===== config.mk =====
export PLATFORM = sky130hd
export DESIGN_NAME = vita_rx_sample_control
export DESIGN_NICKNAME = d
export VERILOG_FILES = /design/src/rtl/vita_rx_sample_control.sv
export SDC_FILE = /design/constraint.sdc
export NUM_CORES = 2
export LEC_CHECK = 0
export BUFFER_PORTS_ARGS = -buffer_cell sky130_fd_sc_hd__buf_4
export CAP_MARGIN = 20
export CORE_MARGIN = 2
export CORE_UTILIZATION = 55
export DETAILED_ROUTE_END_ITERATION = 7
export GPL_ROUTABILITY_DRIVEN = 0
export PLACE_DENSITY = 0.72
export SYNTH_ARGS = -nofsm -noshare
export SYNTH_HDL_FRONTEND = slang
export SYNTH_SLANG_ARGS = --single-unit

===== constraint.sdc =====
create_clock -name clk -period 10.56 [get_ports clk]
set_clock_uncertainty 0.05 [all_clocks]
set_input_delay 1.056 -clock clk [delete_from_list [all_inputs] [get_ports clk]]
set_output_delay 1.056 -clock clk [all_outputs]
set_load 0.01 [all_outputs]

===== src/rtl/vita_rx_sample_control.sv =====
// vita_rx_sample_control: settings-bus command queue that gates DSP run and feeds a sample FIFO with timestamps and status flags.
// Optional feature under `VITA_RX_RELOAD_EN: a command with reload=1 repeats its block until another command is queued.
`timescale 1ns/1ps
module vita_rx_sample_control #(
  parameter int BASE           = 0,
  parameter int WIDTH          = 32,
  parameter int CMD_DEPTH_LOG2 = 4
) (
  input  logic              clk,
  input  logic              reset,
  input  logic              clear,
  input  logic              set_stb,
  input  logic [7:0]        set_addr,
  input  logic [31:0]       set_data,
  input  logic [63:0]       vita_time,
  output logic              overrun,
  output logic [68+WIDTH:0] sample_fifo_o,
  input  logic              sample_fifo_dst_rdy_i,
  output logic              sample_fifo_src_rdy_o,
  input  logic [WIDTH-1:0]  sample,
  output logic              run,
  input  logic              strobe
);

  localparam int         DEPTH     = 1 << CMD_DEPTH_LOG2;
  localparam logic [7:0] ADDR_CMD  = 8'(BASE);
  localparam logic [7:0] ADDR_SECS = 8'(BASE + 1);
  localparam logic [7:0] ADDR_TICS = 8'(BASE + 2);

  typedef enum logic [2:0] {
    S_IDLE, S_WAITING, S_RUNNING, S_ZEROLEN, S_LATECMD, S_BROKENCHAIN, S_OVERRUN
  } state_t;

  state_t state, next_state;

  // Settings registers survive clear; only reset wipes them.
  logic [31:0] cmd_word, secs_word;

  always_ff @(posedge clk or negedge reset) begin
    if (!reset) begin
      cmd_word  <= '0;
      secs_word <= '0;
    end else if (set_stb) begin
      if (set_addr == ADDR_CMD)  cmd_word  <= set_data;
      if (set_addr == ADDR_SECS) secs_word <= set_data;
    end
  end

  // Command FIFO: {cmd, secs, tics}; pointers carry one extra wrap bit.
  logic [95:0]             cmd_mem [DEPTH];
  logic [CMD_DEPTH_LOG2:0] wr_ptr, rd_ptr;
  logic                    cmd_empty, cmd_full, cmd_push, cmd_pop, cmd_flush;
  logic [95:0]             head;

  assign cmd_empty = (wr_ptr == rd_ptr);
  assign cmd_full  = (wr_ptr[CMD_DEPTH_LOG2] != rd_ptr[CMD_DEPTH_LOG2]) &&
                     (wr_ptr[CMD_DEPTH_LOG2-1:0] == rd_ptr[CMD_DEPTH_LOG2-1:0]);
  assign cmd_push  = set_stb && (set_addr == ADDR_TICS) && !cmd_full;
  assign head      = cmd_mem[rd_ptr[CMD_DEPTH_LOG2-1:0]];

  always_ff @(posedge clk) begin
    if (cmd_push) cmd_mem[wr_ptr[CMD_DEPTH_LOG2-1:0]] <= {cmd_word, secs_word, set_data};
  end

  always_ff @(posedge clk or negedge reset) begin
    if (!reset) begin
      wr_ptr <= '0;
      rd_ptr <= '0;
    end else if (clear || cmd_flush) begin
      wr_ptr <= '0;
      rd_ptr <= '0;
    end else begin
      if (cmd_push) wr_ptr <= wr_ptr + 1'b1;
      if (cmd_pop)  rd_ptr <= rd_ptr + 1'b1;
    end
  end

  logic        head_imm, head_chain, head_reload;
  logic [28:0] head_lines;
  logic [63:0] head_time;
  assign head_imm    = head[95];
  assign head_chain  = head[94];
  assign head_reload = head[93];
  assign head_lines  = head[92:64];
  assign head_time   = head[63:0];

  logic        cur_imm, cur_chain, nxt_imm, nxt_chain;
  logic [63:0] cur_time, nxt_time;
  logic [28:0] lines_left, nxt_lines_left;
  logic        reload_cont, reload_stop;

`ifdef VITA_RX_RELOAD_EN
  logic        cur_reload, nxt_reload;
  logic [28:0] cur_lines, nxt_lines;

  // A queued command (pushed while streaming) ends the repeat after the current block.
  assign reload_cont = cur_reload && cmd_empty;
  assign reload_stop = cur_reload && !cmd_empty;

  always_ff @(posedge clk or negedge reset) begin
    if (!reset) begin
      cur_reload <= 1'b0;
      cur_lines  <= '0;
    end else if (clear) begin
      cur_reload <= 1'b0;
      cur_lines  <= '0;
    end else begin
      cur_reload <= nxt_reload;
      cur_lines  <= nxt_lines;
    end
  end
`else
  logic unused_head_reload;
  assign unused_head_reload = head_reload;
  assign reload_cont        = 1'b0;
  assign reload_stop        = 1'b0;
`endif

  logic             o_zero, o_late, o_broken, o_ovf, o_eob, src_rdy;
  logic [63:0]      o_time;
  logic [WIDTH-1:0] o_sample;

  // Handshake: an entry transfers on a rising edge where sample_fifo_src_rdy_o and
  // sample_fifo_dst_rdy_i are both high. Status entries hold until accepted; a running
  // sample cannot wait, so a strobe without dst_rdy is reported as an overrun instead.
  always_comb begin
    next_state     = state;
    nxt_imm        = cur_imm;
    nxt_chain      = cur_chain;
    nxt_time       = cur_time;
    nxt_lines_left = lines_left;
`ifdef VITA_RX_RELOAD_EN
    nxt_reload     = cur_reload;
    nxt_lines      = cur_lines;
`endif
    cmd_pop   = 1'b0;
    cmd_flush = 1'b0;
    src_rdy   = 1'b0;
    o_zero    = 1'b0;
    o_late    = 1'b0;
    o_broken  = 1'b0;
    o_ovf     = 1'b0;
    o_eob     = 1'b0;
    o_time    = '0;
    o_sample  = '0;
    case (state)
      S_IDLE: begin
        if (!cmd_empty) begin
          cmd_pop        = 1'b1;
          nxt_imm        = head_imm;
          nxt_chain      = head_chain;
          nxt_time       = head_time;
          nxt_lines_left = head_lines;
`ifdef VITA_RX_RELOAD_EN
          nxt_reload     = head_reload;
          nxt_lines      = head_lines;
`endif
          next_state     = (head_lines == '0) ? S_ZEROLEN : S_WAITING;
        end
      end
      S_WAITING: begin
        if (cur_imm || (vita_time == cur_time)) next_state = S_RUNNING;
        else if (vita_time > cur_time)          next_state = S_LATECMD;
      end
      S_RUNNING: begin
        if (strobe) begin
          if (!sample_fifo_dst_rdy_i) begin
            next_state = S_OVERRUN;
          end else begin
            src_rdy  = 1'b1;
            o_time   = vita_time;
            o_sample = sample;
            if (lines_left != '0) nxt_lines_left = lines_left - 29'd1;
            if (lines_left == 29'd1) begin
              if (reload_cont) begin
`ifdef VITA_RX_RELOAD_EN
                nxt_lines_left = cur_lines;
`endif
              end else if (reload_stop || !cur_chain) begin
                o_eob      = 1'b1;
                next_state = S_IDLE;
              end else if (!cmd_empty) begin
                // Chained follow-up: its time and send_imm do not apply.
                cmd_pop = 1'b1;
                if (head_lines != '0) begin
                  nxt_lines_left = head_lines;
                  nxt_chain      = head_chain;
`ifdef VITA_RX_RELOAD_EN
                  nxt_reload     = head_reload;
                  nxt_lines      = head_lines;
`endif
                end else begin
                  o_eob      = 1'b1;
                  next_state = S_IDLE;
                end
              end else begin
                next_state = S_BROKENCHAIN;
              end
            end
          end
        end
      end
      S_ZEROLEN, S_LATECMD, S_BROKENCHAIN, S_OVERRUN: begin
        src_rdy  = 1'b1;
        o_eob    = 1'b1;
        o_time   = vita_time;
        o_zero   = (state == S_ZEROLEN);
        o_late   = (state == S_LATECMD);
        o_broken = (state == S_BROKENCHAIN);
        o_ovf    = (state == S_OVERRUN);
        if (sample_fifo_dst_rdy_i) begin
          next_state = S_IDLE;
          cmd_flush  = (state == S_OVERRUN) || (state == S_BROKENCHAIN);
        end
      end
      default: next_state = S_IDLE;
    endcase
    if (clear) begin
      src_rdy  = 1'b0;
      o_zero   = 1'b0;
      o_late   = 1'b0;
      o_broken = 1'b0;
      o_ovf    = 1'b0;
      o_eob    = 1'b0;
      o_time   = '0;
      o_sample = '0;
    end
  end

  always_ff @(posedge clk or negedge reset) begin
    if (!reset) begin
      state      <= S_IDLE;
      cur_imm    <= 1'b0;
      cur_chain  <= 1'b0;
      cur_time   <= '0;
      lines_left <= '0;
      overrun    <= 1'b0;
    end else if (clear) begin
      state      <= S_IDLE;
      cur_imm    <= 1'b0;
      cur_chain  <= 1'b0;
      cur_time   <= '0;
      lines_left <= '0;
      overrun    <= 1'b0;
    end else begin
      state      <= next_state;
      cur_imm    <= nxt_imm;
      cur_chain  <= nxt_chain;
      cur_time   <= nxt_time;
      lines_left <= nxt_lines_left;
      overrun    <= (state == S_RUNNING) && (next_state == S_OVERRUN);
    end
  end

  assign run                   = (state == S_RUNNING) && !clear;
  assign sample_fifo_src_rdy_o = src_rdy;
  assign sample_fifo_o         = {o_zero, o_late, o_broken, o_ovf, o_eob, o_time, o_sample};

endmodule


==> metrics.txt <==
P_leak=25.68 nW; Hold WC Path Type=in2async; total placed instance area=71510 µm²; max cap viols=0; syn_nets=3574; Crit. End Element=primary output; Startpoint Class=flop; global route total overflow=0; post-synthesis sequential area ratio=73.72%; R2R setup slack=4610 ps; DR vias=34.60k; status=completed; maximum fanout along the worst path=70; largest net degree at the start of global routing=122; I/O Pins=246; vias in the first global route=35.18k; Most used DFF post-synth=edfxtp_1; layout cell share with drive strength beyond 1=29.87%; Post-DRT Antenna Nets=0; VDD IR max=171.8 µV; PortBufs=245; distinct cell type count after synthesis=70; first-pass GRT wire length=239200 µm; # setup viols final=0; Root Driver=clkbuf_16; CP required=9450 ps; post-CTS sizing=0; area delta synth->final=13.52%; setup_tns=0 ps; setup bufs post-CTS=0; Design Area, Final=76920 µm²; RSZ-0062 raised after global routing=no; CTS tree=yes; # clock sinks=1692; mean area per synthesized cell=20.16 µm²; Synth Area in XOR/XNOR=0.2198%; CTS buffer count=164; WS Path Type=reg2out; RR Endpoint=lines_left[9]; Core Area=122000 µm²; power per cell area=193.6 nW/µm²; Iteration-0 DRC Markers=4361; Clock Path Buffers=3; initial core utilization=55.52%; H-tree depth=4; main combinational cell family by area after synthesis=multiplexers; post-synthesis compound-gate area fraction=2.633%; reg2reg start=rd_ptr[1]; DRC viols=0; worst path arrival time=5620 ps; pin slew with the least headroom to its limit=1136 ps; Slew Limit Fails=0; Routed WL=163300 µm; Yosys reg bits=1692; wire per inst=30.12 µm; Via density=6.382; clock latency on the worst-skew pair=770 ps; fillcell total=8185; Fmax achieved=0.1488 GHz; Hold Buf Count CTS=0; min cycle time layout=6721 ps; Mapped Cells=3361; relative slew slack=24.27%; clk slew on worst S/H paths=60 ps; die area=126000 µm²; GRT Total Usage=26.29%; worst r2r path cells=12; final period utilization=63.65%; Post-Synth Simple-Gate Area=3.717%; share of flip-flops with an asynchronous set or reset=10.17%; nets=3863; mapped cell area=67750 µm²; DR pass1 iterations=6; Syn. warnings=0; Core Util, Final=63.03%; row count=128; initial antenna violation count=4; multiplexer share of the synthesized area=16.67%; die width=355.0 µm; Post-Synth Adder-Cell Area=1.311%; final-report hold violation count=0; EDFF count, synth=1520; Die H=355.0 µm; dpl hpwl=89640 µm
## worst max-delay path by stage
stage	start	end	slack [ps]	depth (start not counted)
2_1_floorplan	set_addr[4]	cmd_mem[3][0]	1120	5
3_3_place_gp	rd_ptr[0]	sample_fifo_o[96]	4500	10
5_1_grt	rd_ptr[1]	sample_fifo_o[96]	3520	11
3_5_place_dp	rd_ptr[0]	sample_fifo_o[96]	4440	10
4_1_cts	rd_ptr[0]	sample_fifo_o[96]	3570	10
6_report	rd_ptr[1]	sample_fifo_o[96]	3840	11
## per-layer routing
metal / wire [µm] / share of wire (%) / vias up / track usage, %
met3: 14510 / 8.9 / 225 / 4.190
met2: 81060 / 50 / 1692 / 43.34
met4: 3695 / 2.3 / 0 / 6.831
met1: 64030 / 39 / 18347 / 37.21
met5: 0 / 0 / - / 0
li1: - / - / 14337 / -
## cells in the mapped netlist (9+ instances only)
cell type	n	area share, %
a21oi_1	97	0.72
inv_1	85	0.47
a32oi_1	12	0.16
dfrtp_1	172	6.4
ha_1	71	1.3
buf_2	23	0.17
mux2i_1	16	0.24
nand4_1	30	0.28
nor2_1	64	0.35
mux2_2	65	1.1
nand3_1	25	0.18
nand2b_1	9	0.083
xnor2_1	9	0.12
buf_4	12	0.13
a22oi_1	17	0.19
a21o_1	28	0.31
mux4_2	462	15
nor4_1	18	0.17
clkbuf_1	109	0.60
buf_1	39	0.22
o21ai_0	14	0.10
a31oi_1	9	0.083
nor3_1	25	0.18
nand2_1	195	1.1
and2_1	68	0.63
and3_1	37	0.34
o211ai_2	10	0.18
edfxtp_1	1520	67
## layout make-up
cell class,count,area [µm²],area share [%]
diodes,4,10.01,0.01301
inverters,85,319.1,0.4148
repair buffers,314,2435,3.166
multi-input cells,1393,16790,21.83
clock inverters,82,671.9,0.8735
clock buffers,227,4691,6.098
flip-flops and latches,1692,49960,64.96
well taps,1625,2033,2.643
## power by group
part	leakage (nW)	switching [W]	internal, W
Sequential	16.5	0.000109	0.00735
Combinational	6.53	0.000916	0.000748
Clock	2.65	0.00246	0.00331
## critical path, cell delays in order, from the launching register on
cell      delay [ps]
dfrtp_4          630
buf_4            850
buf_4            770
mux4_2           410
a22oi_1          240
nand2_1          140
nor3_1           320
nand4_1          370
nor2_1           310
a21boi_0         130
o22ai_1          330
buf_4            190
## state kept, by name, indices dropped and copies added, names as in the netlist
register    count
rd_ptr          5
cmd_word       31
cur_imm         1
wr_ptr          5
cur_chain       1
state           3
lines_left     29
cmd_mem      1520
overrun         1
secs_word      32
cur_time       64
## cells in the final DEF (no fill, tap or decap), types with 28 or more instances in the layout
master / Yosys / layout
nand4_1: 30 / 30
clkbuf_1: 109 / 37
nor2_1: 64 / 50
ha_1: 71 / 71
a21oi_1: 97 / 97
and3_1: 37 / 37
dfrtp_1: 172 / 168
inv_1: 85 / 85
edfxtp_1: 1520 / 1520
and2_1: 68 / 68
a21o_1: 28 / 28
mux4_2: 462 / 462
nand2_1: 195 / 195
mux2_2: 65 / 65
buf_4: 12 / 308
clkbuf_16: 0 / 172
clkinv_2: 0 / 35
## metrics by stage
step | instances | worst slack, ps | total power (W) | hold WS (ps)
after detailed placement | 5107 | 4435 | 0.009254 | 460.8
after floorplan | 3361 | 1118 | 0.008771 | 423.7
after global routing | 5418 | 3523 | 0.01537 | 337.8
after global placement | 5107 | 4498 | 0.009233 | 443.4
after CTS | 5416 | 3575 | 0.01497 | 297.2
final | 5422 | 3839 | 0.01489 | 311.9
## cells by family (layout without fill, tap and decap cells)
group | count (synthesis) | count (layout)
mux | 543 | 543
flops | 1692 | 1692
xor+xnor | 17 | 17
fa+ha+maj | 71 | 71
other cells | 0 | 4
compound gates | 256 | 256
simple gates | 506 | 506
buf+inv | 276 | 708
Power figures use the tool's default switching activity.
